<file path="src/rtl/sprite_if.sv">
// Signal bundle between the VGA timing generator / game logic and the sprite renderer.
interface sprite_if;
    logic [9:0]  hCount;
    logic [9:0]  vCount;
    logic        bright;
    logic        frameStart;
    logic [9:0]  spriteX;
    logic [9:0]  spriteY;
    logic        spriteFlip;
    logic        romWe;
    logic [7:0]  romWAddr;
    logic [11:0] romWData;
    logic [11:0] rgb;
    logic        spriteShown;

    modport master (
        output hCount, vCount, bright, frameStart,
        output spriteX, spriteY, spriteFlip,
        output romWe, romWAddr, romWData,
        input  rgb, spriteShown
    );

    modport slave (
        input  hCount, vCount, bright, frameStart,
        input  spriteX, spriteY, spriteFlip,
        input  romWe, romWAddr, romWData,
        output rgb, spriteShown
    );
endinterface

</file>
<file path="src/rtl/sprite_renderer.sv">
// Pixel-colour stage behind the VGA timing generator: draws one 16x16 sprite
// from a loadable 256x12 pattern RAM over a flat background, with the sprite
// position double-buffered at frame start and a per-frame "sprite drawn" flag.
module sprite_renderer #(
    parameter logic [9:0]  H_ORIGIN    = 10'd144,
    parameter logic [9:0]  V_ORIGIN    = 10'd35,
    parameter logic [11:0] BG_COLOR    = 12'h124,
    parameter logic [11:0] TRANSPARENT = 12'hF0F
) (
    input  logic    clk,
    input  logic    rst,
    sprite_if.slave bus
);
    logic        fs_prev;
    logic        latch;
    logic [9:0]  act_x;
    logic [9:0]  act_y;
    logic        act_flip;

    logic [9:0]  sx;
    logic [9:0]  sy;
    logic [9:0]  dx;
    logic [9:0]  dy;
    logic        in_sprite;
    logic [3:0]  col;

    logic        in_p1;
    logic        vld_p1;
    logic [7:0]  addr_p1;
    logic        in_p2;
    logic        vld_p2;
    logic [11:0] pix_p2;

    logic [11:0] mem [0:255];

    logic        opaque;
    logic        hit;
    logic        hit_acc;
    logic        shown;

    // One-clock latch pulse on the rising edge of frameStart.
    assign latch = bus.frameStart && !fs_prev;

    // Shadow position/flip registers, only updated at the frame boundary so a move never tears.
    always_ff @(posedge clk or posedge rst) begin
        if (rst) begin
            fs_prev  <= 1'b0;
            act_x    <= '0;
            act_y    <= '0;
            act_flip <= 1'b0;
        end else begin
            fs_prev <= bus.frameStart;
            if (latch) begin
                act_x    <= bus.spriteX;
                act_y    <= bus.spriteY;
                act_flip <= bus.spriteFlip;
            end
        end
    end

    // Screen-relative and sprite-relative offsets; 10-bit wrap makes left/top of sprite fail dx<16.
    always_comb begin
        sx        = bus.hCount - H_ORIGIN;
        sy        = bus.vCount - V_ORIGIN;
        dx        = sx - act_x;
        dy        = sy - act_y;
        in_sprite = bus.bright && (dx < 10'd16) && (dy < 10'd16);
        col       = act_flip ? (4'd15 - dx[3:0]) : dx[3:0];
    end

    // Stage 1: sprite window test and pattern address.
    always_ff @(posedge clk or posedge rst) begin
        if (rst) begin
            in_p1   <= 1'b0;
            vld_p1  <= 1'b0;
            addr_p1 <= '0;
        end else begin
            in_p1   <= in_sprite;
            vld_p1  <= bus.bright;
            addr_p1 <= {dy[3:0], col};
        end
    end

    // Pattern RAM write port; contents survive reset.
    always_ff @(posedge clk) begin
        if (bus.romWe) begin
            mem[bus.romWAddr] <= bus.romWData;
        end
    end

    // Stage 2: synchronous pattern read (a same-clock write is not yet visible, so old data returns).
    always_ff @(posedge clk or posedge rst) begin
        if (rst) begin
            in_p2  <= 1'b0;
            vld_p2 <= 1'b0;
            pix_p2 <= '0;
        end else begin
            in_p2  <= in_p1;
            vld_p2 <= vld_p1;
            pix_p2 <= mem[addr_p1];
        end
    end

    assign opaque = in_p2 && (pix_p2 != TRANSPARENT);
    assign hit    = vld_p2 && opaque;

    // Per-frame hit accumulator; a hit coinciding with the latch belongs to the new frame.
    always_ff @(posedge clk or posedge rst) begin
        if (rst) begin
            hit_acc <= 1'b0;
            shown   <= 1'b0;
        end else if (latch) begin
            shown   <= hit_acc;
            hit_acc <= hit;
        end else if (hit) begin
            hit_acc <= 1'b1;
        end
    end

    assign bus.rgb         = !vld_p2 ? 12'h000 : (opaque ? pix_p2 : BG_COLOR);
    assign bus.spriteShown = shown;
endmodule

</file>
<file path="src/flat_wrapper.sv">
// flat-port wrapper written by rule: the top's interface ports become plain ports
module sprite_renderer_flat 
#(
    parameter logic [9:0]  H_ORIGIN    = 10'd144,
    parameter logic [9:0]  V_ORIGIN    = 10'd35,
    parameter logic [11:0] BG_COLOR    = 12'h124,
    parameter logic [11:0] TRANSPARENT = 12'hF0F
)
  (clk, rst, bus_hCount, bus_vCount, bus_bright, bus_frameStart, bus_spriteX, bus_spriteY, bus_spriteFlip, bus_romWe, bus_romWAddr, bus_romWData, bus_rgb, bus_spriteShown);
  sprite_if bus_i ();
  input  logic clk;
  input  logic rst;
  input wire logic [$bits(bus_i.hCount)-1:0] bus_hCount;
  input wire logic [$bits(bus_i.vCount)-1:0] bus_vCount;
  input wire logic [$bits(bus_i.bright)-1:0] bus_bright;
  input wire logic [$bits(bus_i.frameStart)-1:0] bus_frameStart;
  input wire logic [$bits(bus_i.spriteX)-1:0] bus_spriteX;
  input wire logic [$bits(bus_i.spriteY)-1:0] bus_spriteY;
  input wire logic [$bits(bus_i.spriteFlip)-1:0] bus_spriteFlip;
  input wire logic [$bits(bus_i.romWe)-1:0] bus_romWe;
  input wire logic [$bits(bus_i.romWAddr)-1:0] bus_romWAddr;
  input wire logic [$bits(bus_i.romWData)-1:0] bus_romWData;
  output wire logic [$bits(bus_i.rgb)-1:0] bus_rgb;
  output wire logic [$bits(bus_i.spriteShown)-1:0] bus_spriteShown;
  assign bus_i.hCount = bus_hCount;
  assign bus_i.vCount = bus_vCount;
  assign bus_i.bright = bus_bright;
  assign bus_i.frameStart = bus_frameStart;
  assign bus_i.spriteX = bus_spriteX;
  assign bus_i.spriteY = bus_spriteY;
  assign bus_i.spriteFlip = bus_spriteFlip;
  assign bus_i.romWe = bus_romWe;
  assign bus_i.romWAddr = bus_romWAddr;
  assign bus_i.romWData = bus_romWData;
  assign bus_rgb = bus_i.rgb;
  assign bus_spriteShown = bus_i.spriteShown;
  sprite_renderer #(.H_ORIGIN(H_ORIGIN), .V_ORIGIN(V_ORIGIN), .BG_COLOR(BG_COLOR), .TRANSPARENT(TRANSPARENT)) u_core (.clk(clk), .rst(rst), .bus(bus_i));
endmodule
</file>
<file path="config.mk">
export PLATFORM = sky130hd
export DESIGN_NAME = sprite_renderer_flat
export DESIGN_NICKNAME = d
export VERILOG_FILES = /design/src/rtl/sprite_if.sv /design/src/rtl/sprite_renderer.sv /design/src/flat_wrapper.sv
export SDC_FILE = /design/constraint.sdc
export NUM_CORES = 2
export LEC_CHECK = 0
export CORE_MARGIN = 2
export CORE_UTILIZATION = 40
export DETAILED_ROUTE_END_ITERATION = 10
export GPL_ROUTABILITY_DRIVEN = 0
export GPL_TIMING_DRIVEN = 1
export PLACE_DENSITY = 0.63
export SYNTH_ARGS = -nofsm -noshare
export SYNTH_HDL_FRONTEND = slang
export SYNTH_SLANG_ARGS = --single-unit
</file>
<file path="constraint.sdc">
create_clock -name clk -period 7.7 [get_ports clk]
set_input_delay 1.54 -clock clk [delete_from_list [all_inputs] [get_ports clk]]
set_output_delay 1.54 -clock clk [all_outputs]
set_load 0.05 [all_outputs]
</file>
==> flow_summary.yaml <==
outcome:
  status: "complete, no violations"
global_routing:
  grtUsageTotal_pct: 19.5
  grt.overflow.total: 0
  antenna_found_initial: 18
  grt_start_max_net_pins: 155
  grt_pass1_wl_mm: 430
  grt_pass1_vias: 57100
clock_network:
  cts.path.max_buffers: 4
  cts-htree-levels: 5
  cts_tree: "done"
  root_buffer: "clkbuf_16"
  ctsResizeCount: 0
  path_clk_slew_ns: 0.06
  worstSkewPairLatency_ns: 0.93
  hold_buffers: 0
  clock-sinks: 3120
  cts_setup_buffers: 0
  cts_made_buffers: 320
logic_synthesis:
  synth_cell_types: 47
  yosys_warnings: 0
  syn_inst: 5370
  syn-cell-area_um2: 120000
  synth_ff_type: "edfxtp_1"
  yosys_register_bits: 3120
  ys_seq_area_share_pct: 77.7
  synth_edf_count: 3072
  syn-num-nets: 5472
  synthArstFlopShare_pct: 1.54
  synth.avg_cell_area_um2: 22.4
critical_path:
  path_max_fanout: 8
  r2r_cells: 9
  cp_slowest_cell: "clkdlybuf4s50_1"
  path_buf_inv: 2
  crit_chain: "inv_1, or4_1, o41ai_1, nor2_1, and2_1, clkdlybuf4s50_1"
  startpoint_type: "flip-flop"
  cp_data_arrival_time_ns: 3.87
  slowest_delay_ns: 0.70
  critPathKind: "flip-flop to output port"
  required_ns: 6.16
  r2r-end: "u_core.pix_p2[6]$_DFF_PP0_"
  rrSetupSlack_ns: 2.63
  critPathTopFamily: "simple AND/OR/NAND/NOR gates"
  r2r_start: "u_core.addr_p1[2]$_DFF_PP0_"
  crit_path_end_kind: "output port"
final_layout:
  final_cell_mix: "edfxtp_1, mux4_2, clkbuf_16"
  drive_above_1_share_pct: 24.1
  area_delta_synth_final_pct: 13.1
  fillers: 24600
  register_area_um2: 93500
  layout.nets: 5671
  fin_util_pct: 45.4
  multi_input_area_um2: 25200
  final_common_cell: "edfxtp_1"
worst_hold_path:
  hold_path.class: "flip-flop to flip-flop"
  hp-start: "u_core.vld_p1$_DFF_PP0_"
  holdPathEnd: "u_core.vld_p2$_DFF_PP0_"
  hold_depth: 0
floorplan:
  core_um2: 300000
  ios: 79
  start_util_pct: 40.2
  dieHeight_um: 552
  row_count: 201
  dieArea_um2: 305000
  fp.dieW_um: 552
power_and_ir_drop:
  p_per_area_nw_per_um2: 322
  vdd_drop_max_mv: 0.227
  p_leak_nw: 41.9
route:
  drt_pass1_iterations: 6
  drtIter0Drc: 7686
  post_drt_wl_per_cell_um: 31.0
  vias: 57000
  avgViaCountPerCell: 5.83
  drt-total-wl_mm: 303
  final_antenna_net_count: 0
  drc: 0
timing:
  finalSetupViolations: 0
  period_share_pct: 70.3
  setup-tns-final_ns: 0
  min_period_ns: 5.41
  tightest_slew_ns: 1.31
  drv_slew: 0
  rsz0062_at_grt: "no"
  fin_worst_skew_ns: 0.0847
  slew_headroom_pct: 12.0
  hold_viol: 0
  max_freq_mhz: 185
run:
  drv_cap: 0
place:
  io_buffers: 78
  dp_hpwl_mm: 176
==> how the worst max path moves through the flow <==
stage	slack, ns	depth (start not counted)	end	startpoint
after floorplan	4.06	12	u_core.in_p1$_DFF_PP0_	bus_vCount[1]
after global placement	2.14	4	u_core.mem[244][2]$_DFFE_PP_	bus_romWAddr[2]
after detailed placement	2.09	4	u_core.mem[244][1]$_DFFE_PP_	bus_romWAddr[2]
after CTS	2.25	6	bus_rgb[9]	u_core.pix_p2[5]$_DFF_PP0_
after global routing	2.14	6	bus_rgb[9]	u_core.pix_p2[0]$_DFF_PP0_
final	2.29	6	bus_rgb[9]	u_core.pix_p2[2]$_DFF_PP0_
==> logic make-up after synthesis <==
logic type / after synthesis / share of synthesized area (%)
flops: 3120 / 77.7
mux: 979 / 16.5
simple gates: 489 / 1.79
compound gates: 368 / 2.06
buf+inv: 358 / 1.43
fa+ha+maj: 36 / 0.387
xor+xnor: 20 / 0.146
==> report_power, final <==
part | switching, mW | internal (mW) | total [mW]
clock network | 6.48 | 8.77 | 15.3
registers | 0.331 | 18.8 | 19.1
logic | 5.48 | 3.96 | 9.44
total | 12.3 | 31.5 | 43.8
==> per-layer routing <==
layer	track usage, %	up-vias	wire length [µm]
met3	4.51	432	29200
met5	0	-	0
met2	30.5	2835	144000
li1	-	23100	-
met4	5.47	0	8310
met1	27.4	30700	122000
==> final cells by class <==
class                   count  share of cell area, %
multi-input cells        1892                   18.5
clock buffers             397                   6.25
well taps                3958                   3.64
repair buffers            186                   1.43
inverters                  49                  0.135
flip-flops and latches   3120                   68.7
diodes                      7                 0.0129
clock inverters           175                   1.29
==> synth_stat cells, types with 21 or more instances <==
cell / number / area, µm²
a21oi_1: 82 / 410
o221ai_1: 46 / 403
mux4_2: 803 / 18100
nand4_1: 34 / 213
o21ai_0: 28 / 140
nand3_1: 63 / 315
o22ai_1: 39 / 244
edfxtp_1: 3072 / 92200
nor2_1: 290 / 1090
ha_1: 34 / 425
a22oi_1: 122 / 916
inv_1: 49 / 184
buf_2: 80 / 400
buf_1: 30 / 113
mux2i_1: 160 / 1600
clkbuf_1: 133 / 499
nand2_1: 43 / 161
buf_4: 57 / 428
dfrtp_1: 48 / 1200
a31oi_1: 21 / 131
==> state kept, by name (all words and copies together) (netlist names) <==
name	count
u_core.act_flip	1
u_core.addr_p1	8
u_core.pix_p2	12
u_core.mem	3072
u_core.bus.spriteShown	1
u_core.act_x	10
u_core.in_p2	1
u_core.act_y	10
u_core.vld_p1	1
u_core.hit_acc	1
u_core.in_p1	1
u_core.vld_p2	1
u_core.fs_prev	1
==> through the flow <==
stage	cells	area [µm²]	hold WS (ns)	total power, mW	setup WS, ns
floorplan	5370	120000	0.331	25.4	4.06
global placement	9205	126000	0.371	28.9	2.14
detailed placement	9205	126000	0.379	28.9	2.09
CTS	9777	136000	0.393	44.1	2.25
global route	9781	136000	0.399	45.1	2.14
finish	9784	136000	0.389	43.8	2.29
==> worst reg2reg max path: cells and delay by family (launching register included) <==
family / cells / cell delay [ns]
AO/OA/AOI/OAI: 3 / 0.97
flip-flops: 1 / 0.85
buffers and inverters: 2 / 1.18
AND/OR/NAND/NOR: 4 / 1.91
Power figures use the tool's default switching activity.
